### src/rtl/sample_fifo_if.sv
// Sample FIFO port bundle: host-side push and modulator-side first-word-fall-through pop.
// Adds overflow/underflow when SAMPLE_FIFO_ERR_FLAGS_EN is defined.
interface sample_fifo_if #(
    parameter int unsigned DATA_WIDTH = 8,
    parameter int unsigned ADDR_WIDTH = 4
);
    logic [DATA_WIDTH-1:0] wr_data;
    logic                  write;
    logic                  full;
    logic                  almost_full;
    logic [ADDR_WIDTH:0]   level;
    logic [DATA_WIDTH-1:0] sample;
    logic                  empty;
    logic                  read;
`ifdef SAMPLE_FIFO_ERR_FLAGS_EN
    logic                  overflow;
    logic                  underflow;
`endif

    modport master (
        output wr_data, write, read,
        input  full, almost_full, level, sample, empty
`ifdef SAMPLE_FIFO_ERR_FLAGS_EN
        , input overflow, underflow
`endif
    );

    modport slave (
        input  wr_data, write, read,
        output full, almost_full, level, sample, empty
`ifdef SAMPLE_FIFO_ERR_FLAGS_EN
        , output overflow, underflow
`endif
    );
endinterface

### src/rtl/sample_fifo.sv
// Synchronous first-word-fall-through sample FIFO between the host side and the modulator.
// Optional sticky overflow/underflow flags are enabled by defining SAMPLE_FIFO_ERR_FLAGS_EN.
module sample_fifo #(
    parameter int unsigned DATA_WIDTH  = 8,
    parameter int unsigned ADDR_WIDTH  = 4,
    parameter int unsigned AFULL_LEVEL = 12
) (
    input logic          clk,
    input logic          rst,
    sample_fifo_if.slave bus
);
    localparam int unsigned DEPTH = 2 ** ADDR_WIDTH;
    localparam int unsigned PW    = ADDR_WIDTH + 1;
    localparam logic [PW-1:0] AFULL_THR = PW'(AFULL_LEVEL);

    logic [DATA_WIDTH-1:0] mem [DEPTH];

    logic [PW-1:0] wr_ptr_q, wr_ptr_d;
    logic [PW-1:0] rd_ptr_q, rd_ptr_d;
    logic [PW-1:0] level_q, level_d;
    logic          do_write, do_read;
    logic          full, empty;

    // Flags come only from registered pointers, never from write/read.
    assign empty = (wr_ptr_q == rd_ptr_q);
    assign full  = (wr_ptr_q[ADDR_WIDTH] != rd_ptr_q[ADDR_WIDTH]) &&
                   (wr_ptr_q[ADDR_WIDTH-1:0] == rd_ptr_q[ADDR_WIDTH-1:0]);

    always_comb begin
        do_read  = bus.read && !empty;
        // At full a concurrent read frees the very slot being written.
        do_write = bus.write && (!full || do_read);
        wr_ptr_d = wr_ptr_q + PW'(do_write);
        rd_ptr_d = rd_ptr_q + PW'(do_read);
        level_d  = level_q + PW'(do_write) - PW'(do_read);
    end

    always_ff @(posedge clk or negedge rst) begin
        if (!rst) begin
            wr_ptr_q <= '0;
            rd_ptr_q <= '0;
            level_q  <= '0;
        end else begin
            wr_ptr_q <= wr_ptr_d;
            rd_ptr_q <= rd_ptr_d;
            level_q  <= level_d;
        end
    end

    always_ff @(posedge clk) begin
        if (do_write) begin
            mem[wr_ptr_q[ADDR_WIDTH-1:0]] <= bus.wr_data;
        end
    end

    assign bus.full        = full;
    assign bus.empty       = empty;
    assign bus.level       = level_q;
    assign bus.almost_full = (level_q >= AFULL_THR);
    assign bus.sample      = empty ? '0 : mem[rd_ptr_q[ADDR_WIDTH-1:0]];

`ifdef SAMPLE_FIFO_ERR_FLAGS_EN
    logic overflow_q, overflow_d;
    logic underflow_q, underflow_d;

    always_comb begin
        overflow_d  = overflow_q || (bus.write && full && !bus.read);
        underflow_d = underflow_q || (bus.read && empty);
    end

    always_ff @(posedge clk or negedge rst) begin
        if (!rst) begin
            overflow_q  <= 1'b0;
            underflow_q <= 1'b0;
        end else begin
            overflow_q  <= overflow_d;
            underflow_q <= underflow_d;
        end
    end

    assign bus.overflow  = overflow_q;
    assign bus.underflow = underflow_q;
`endif
endmodule

### src/flat_wrapper.sv
// flat-port wrapper written by rule: the top's interface ports become plain ports
module sample_fifo_flat 
#(
    parameter int unsigned DATA_WIDTH  = 8,
    parameter int unsigned ADDR_WIDTH  = 4,
    parameter int unsigned AFULL_LEVEL = 12
)
  (clk, rst, bus_wr_data, bus_write, bus_read, bus_full, bus_almost_full, bus_level, bus_sample, bus_empty);
  sample_fifo_if #(.DATA_WIDTH(DATA_WIDTH), .ADDR_WIDTH(ADDR_WIDTH)) bus_i ();
  input logic clk;
  input logic rst;
  input wire logic [$bits(bus_i.wr_data)-1:0] bus_wr_data;
  input wire logic [$bits(bus_i.write)-1:0] bus_write;
  input wire logic [$bits(bus_i.read)-1:0] bus_read;
  output wire logic [$bits(bus_i.full)-1:0] bus_full;
  output wire logic [$bits(bus_i.almost_full)-1:0] bus_almost_full;
  output wire logic [$bits(bus_i.level)-1:0] bus_level;
  output wire logic [$bits(bus_i.sample)-1:0] bus_sample;
  output wire logic [$bits(bus_i.empty)-1:0] bus_empty;
  assign bus_i.wr_data = bus_wr_data;
  assign bus_i.write = bus_write;
  assign bus_i.read = bus_read;
  assign bus_full = bus_i.full;
  assign bus_almost_full = bus_i.almost_full;
  assign bus_level = bus_i.level;
  assign bus_sample = bus_i.sample;
  assign bus_empty = bus_i.empty;
  sample_fifo #(.DATA_WIDTH(DATA_WIDTH), .ADDR_WIDTH(ADDR_WIDTH), .AFULL_LEVEL(AFULL_LEVEL)) u_core (.clk(clk), .rst(rst), .bus(bus_i));
endmodule
### config.mk
export PLATFORM = sky130hd
export DESIGN_NAME = sample_fifo_flat
export DESIGN_NICKNAME = d
export VERILOG_FILES = /design/src/rtl/sample_fifo_if.sv /design/src/rtl/sample_fifo.sv /design/src/flat_wrapper.sv
export SDC_FILE = /design/constraint.sdc
export NUM_CORES = 1
export LEC_CHECK = 0
export ABC_AREA = 0
export CELL_PAD_IN_SITES_DETAIL_PLACEMENT = 1
export CELL_PAD_IN_SITES_GLOBAL_PLACEMENT = 1
export CORE_AREA = 3 3 107 109
export DETAILED_ROUTE_END_ITERATION = 6
export DIE_AREA = 0 0 110 112
export HOLD_SLACK_MARGIN = 0.1
export PLACE_DENSITY = 0.89
export SETUP_SLACK_MARGIN = 0.05
export SYNTH_ARGS = -nofsm -noshare
export SYNTH_HDL_FRONTEND = slang
export SYNTH_SLANG_ARGS = --single-unit
### constraint.sdc
create_clock -name clk -period 4.03 [get_ports clk]
set_clock_uncertainty 0.2 [all_clocks]
set_input_delay 0.806 -clock clk [delete_from_list [all_inputs] [get_ports clk]]
set_output_delay 0.806 -clock clk [all_outputs]
set_load 0.03 [all_outputs]
==> run summary <==
From left edge to right edge, the die measures 110 µm. The synthesized design contains 128 enable-type register cells. Counting instances in the post-synthesis netlist gives the leading cell types as sky130_fd_sc_hd__edfxtp_1 (128), sky130_fd_sc_hd__mux4_2 (18), sky130_fd_sc_hd__a22oi_1 (16). By area the synthesized netlist is led by sky130_fd_sc_hd__edfxtp_1 (65%), sky130_fd_sc_hd__mux4_2 (6.9%), sky130_fd_sc_hd__dfrtp_1 (6.3%). The post-cts hold buffer count is 0. The number of slew-limit violations in the final report was 0. Max-cap violations in this run came to 0. The number of global-route vias before repair came out at 3,350. After layout, the worst path uses 95.1% of the clock period.

The synthesized net count came out at 326. Based on the critical path, the design can be clocked at up to 261 MHz. The total of warnings raised by yosys came out at 0. The signal arrival time at the worst endpoint came out at 2.83 ns. The required arrival time at the worst endpoint came out at 3.02 ns. The number of H-tree branching levels came out at 4. The worst setup path is captured at an output port. The min-delay analysis places its worst path in the category flip-flop to flip-flop. The distinct cell type count of the synthesized netlist came out at 34. The post-detailed-placement half-perimeter wirelength came out at 8650 µm. Setup violations remaining at the end of the flow were counted as 0. The routed wirelength normalized by instance count came out at 27.7 µm.

Cells with a size suffix above 1 make up 22.8% of the layout. The total of flip-flops plus latches after synthesis came out at 143. The I/O pin count is 28.

The final count of hold timing violations is 0. The region available for standard cell placement spans 10,700 µm². The net count reported at finish came out at 376.

The root buffer cell chosen for the clock tree is sky130_fd_sc_hd__clkbuf_8. The number of DRC markers after the initial detailed-route iteration came out at 302. The worst hold path terminates at u_core.wr_ptr_q[4]. The worst setup path is launched from a flip-flop.

The main flop type after synthesis is sky130_fd_sc_hd__edfxtp_1. The number of buffers on the longest clock path is 2. The fraction of synthesized cell area taken by the top area cell type came out at 65.0%. TritonCTS built the clock tree. The clock drives 143 sinks. The startpoint identified for the worst hold timing path is u_core.wr_ptr_q[4]. The number of logic stages on the critical path including buffering came out at 4.

For this run, the slowest stage of the critical path takes 0.80 ns. The number of antenna violations at the first check in global routing is 0. The static leakage power is 0.00244 µW. The initial cell density of the core came out at 55.3%. The endpoint of the most critical register-to-register path is u_core.bus.level[4].

The critical setup path kind is flip-flop to output port. The number of placed instances with taps included came out at 473. Entering global routing, the biggest net connects 25 pins.

The total power per unit cell area is 802 nW/µm². The slowest cell on the critical path is sky130_fd_sc_hd__clkdlybuf4s50_1. In this run the tightest slew margin relative to its limit is 38.6%. The total DRC errors in the routed layout is 0. The maximum ir drop on the vdd rail is 0.543 mV. Counting cells, the worst reg-to-reg path comes to 13. The sequential fraction of the synthesis area is 71.3%. The number of buffers created by CTS is 17. Traced cell by cell, the critical path runs through xnor2_1 -> nand4_2 -> nor2_2 -> clkdlybuf4s50_1. The cell area after layout came out at 7040 µm². The final cell count without fillers is 504. The async set-reset flop share out of synthesis came out at 10.5%. The number of nets with antenna violations after detailed routing came out at 0.

The run finished with clean final reports. In this run the critical register-to-register path is launched from u_core.wr_ptr_q[1]. The mean post-synth cell area came out at 19.6 µm². The via total after detailed routing is 3,082. The first-pass GRT wire length came out at 21,300 µm. The clock network latency to the later pin of the worst-skew pair came out at 0.53 ns.

The number of port buffers came out at 27. The most area-hungry cell type in the Yosys netlist is sky130_fd_sc_hd__edfxtp_1. The synthesized instance count is 302. The die is 112 µm tall. The global routing usage summed across all routing layers is 25.1%. The placed cell area came out at 6470 µm². The number of detailed-routing iterations run before antenna repair came out at 4. Setup repair after global routing left no endpoint under its margin. For the finished layout, the period the worst path requires is 3.83 ns. The overall die area came out at 12,300 µm². After clock tree synthesis, the clock-pin slew on the worst setup and hold paths is 0.06 ns. Registers take 4220 µm². The instance count along the most critical hold path came out at 1. The filler cell count is 878. The number of buffers and inverters on the critical path came out at 1.

The number of antenna repair diodes is 0. At the pin with the least slew margin, the transition time is 0.917 ns. The multi-input combinational cells in the finished layout cover a total of 1580 µm².

Buffers added to address setup during post-CTS repair amount to 0. The area growth from synthesis to final layout came out at 19.0%. sky130_fd_sc_hd__edfxtp_1 is the most common cell in the netlist. The total wire length after detailed routing is 14,000 µm. Once layout is complete, the utilization of the core stands at 65.8%. The synthesized area is 5920 µm². After routing, the total negative slack on setup checks comes to 0 ns.

The weighted congestion at the end of routability-driven global placement is 0.730. The total global routing overflow came out at 0. Of all nets on the critical path, the largest fanout is 10.

The detailed-route vias per instance is 6.12. After floorplanning, the core was divided into 38 placement rows. The critical path's top delay family is buffers and inverters.

Across all register-to-register paths, the minimum setup slack is 0.61 ns.
## layer usage
layer	GRT usage (%)	up-vias	share of wire [%]
li1	-	1329	-
met1	33.1	1624	39
met2	40.9	107	54
met3	8.00	22	5.4
met4	6.15	0	1.7
met5	0	-	0
## final cells by class
cell class                      instances  share of cell area, %
Clock buffer                           19                   5.99
Timing Repair Buffer                   48                   6.56
Multi-Input combinational cell        131                   22.5
Tap cell                              140                   2.49
Clock inverter                         12                   1.94
Sequential cell                       143                   60.0
Inverter                               11                  0.586
## worst reg2reg max path: stages (launching register included)
cell	delay, ns
sky130_fd_sc_hd__dfrtp_1	0.51
sky130_fd_sc_hd__xnor2_1	0.28
sky130_fd_sc_hd__nand4_2	0.21
sky130_fd_sc_hd__nor2_2	0.49
sky130_fd_sc_hd__nor2b_1	0.16
sky130_fd_sc_hd__ha_1	0.31
sky130_fd_sc_hd__inv_1	0.08
sky130_fd_sc_hd__ha_1	0.17
sky130_fd_sc_hd__inv_1	0.07
sky130_fd_sc_hd__fa_1	0.41
sky130_fd_sc_hd__inv_1	0.08
sky130_fd_sc_hd__a21o_1	0.11
sky130_fd_sc_hd__a21oi_1	0.09
sky130_fd_sc_hd__xnor2_1	0.13
## cell usage in the layout, fill, tap and decap left out, types with 2 or more instances in the layout
cell type | netlist | layout
sky130_fd_sc_hd__clkdlybuf4s50_1 | 0 | 25
sky130_fd_sc_hd__bufinv_16 | 0 | 2
sky130_fd_sc_hd__a21o_1 | 2 | 2
sky130_fd_sc_hd__dlymetal6s2s_1 | 0 | 2
sky130_fd_sc_hd__clkinvlp_4 | 0 | 3
sky130_fd_sc_hd__xnor2_1 | 12 | 12
sky130_fd_sc_hd__xor2_1 | 2 | 2
sky130_fd_sc_hd__clkinv_4 | 0 | 3
sky130_fd_sc_hd__nor2_1 | 10 | 10
sky130_fd_sc_hd__nand4b_1 | 2 | 2
sky130_fd_sc_hd__nand3_1 | 3 | 3
sky130_fd_sc_hd__mux4_2 | 18 | 18
sky130_fd_sc_hd__buf_12 | 0 | 2
sky130_fd_sc_hd__a22oi_1 | 16 | 16
sky130_fd_sc_hd__buf_4 | 1 | 18
sky130_fd_sc_hd__clkbuf_16 | 0 | 16
sky130_fd_sc_hd__ha_1 | 11 | 11
sky130_fd_sc_hd__clkinv_2 | 0 | 2
sky130_fd_sc_hd__nor4b_2 | 0 | 9
sky130_fd_sc_hd__inv_1 | 11 | 11
sky130_fd_sc_hd__inv_6 | 0 | 2
sky130_fd_sc_hd__a21oi_1 | 11 | 11
sky130_fd_sc_hd__nor2b_1 | 3 | 3
sky130_fd_sc_hd__nand2_1 | 4 | 4
sky130_fd_sc_hd__nand2b_1 | 4 | 4
sky130_fd_sc_hd__mux4_1 | 14 | 14
sky130_fd_sc_hd__dfrtp_1 | 15 | 13
sky130_fd_sc_hd__dfrtp_2 | 0 | 2
sky130_fd_sc_hd__edfxtp_1 | 128 | 128
sky130_fd_sc_hd__clkbuf_1 | 3 | 2
## kinds of logic (layout without fill, tap and decap cells)
kind of cell,after synthesis,count (layout),share of synthesized area (%)
buffers and inverters,28,90,2.88
XOR/XNOR,14,14,2.07
adder cells (fa/ha/maj),12,12,2.66
AND/OR/NAND/NOR,42,42,4.42
multiplexers,32,32,13.1
AO/OA/AOI/OAI,31,31,3.57
flip-flops,143,143,71.3
## stage by stage
step | hold WS, ns | setup WS (ns) | total power [µW]
2_1_floorplan | 0.265 | 0.995 | 3380
3_3_place_gp | 0.284 | 0.742 | 4000
3_5_place_dp | 0.289 | 0.591 | 4140
4_1_cts | 0.305 | 0.110 | 5690
5_1_grt | 0.330 | 0.0951 | 5880
6_report | 0.305 | 0.197 | 5640
## flip-flops by register name, indices dropped and copies added (netlist names)
signal,cells
u_core.bus.level,5
u_core.mem,128
u_core.wr_ptr_q,5
u_core.rd_ptr_q,5
## power by group
group	total (µW)	internal [µW]	switching, µW	leakage (µW)
clock network	1470	880	588	0.000265
logic	2140	925	1220	0.000843
registers	2030	1840	193	0.00133
## timing repair
item                       4_1_cts  5_1_grt
cloned                           0        0
setup endpoints to repair        3        2
gates resized for setup          2        2
## worst max path at each step
stage | start | endpoint | slack [ns]
floorplan | u_core.wr_ptr_q[1] | u_core.bus.level[4] | 0.99
CTS | u_core.rd_ptr_q[0] | bus_sample[1] | 0.11
detailed placement | u_core.rd_ptr_q[1] | u_core.bus.level[4] | 0.59
global route | u_core.wr_ptr_q[1] | bus_empty | 0.1
global placement | u_core.rd_ptr_q[1] | bus_sample[1] | 0.74
finish | u_core.wr_ptr_q[1] | bus_empty | 0.20
No activity file was read; power rests on OpenSTA's default activity.
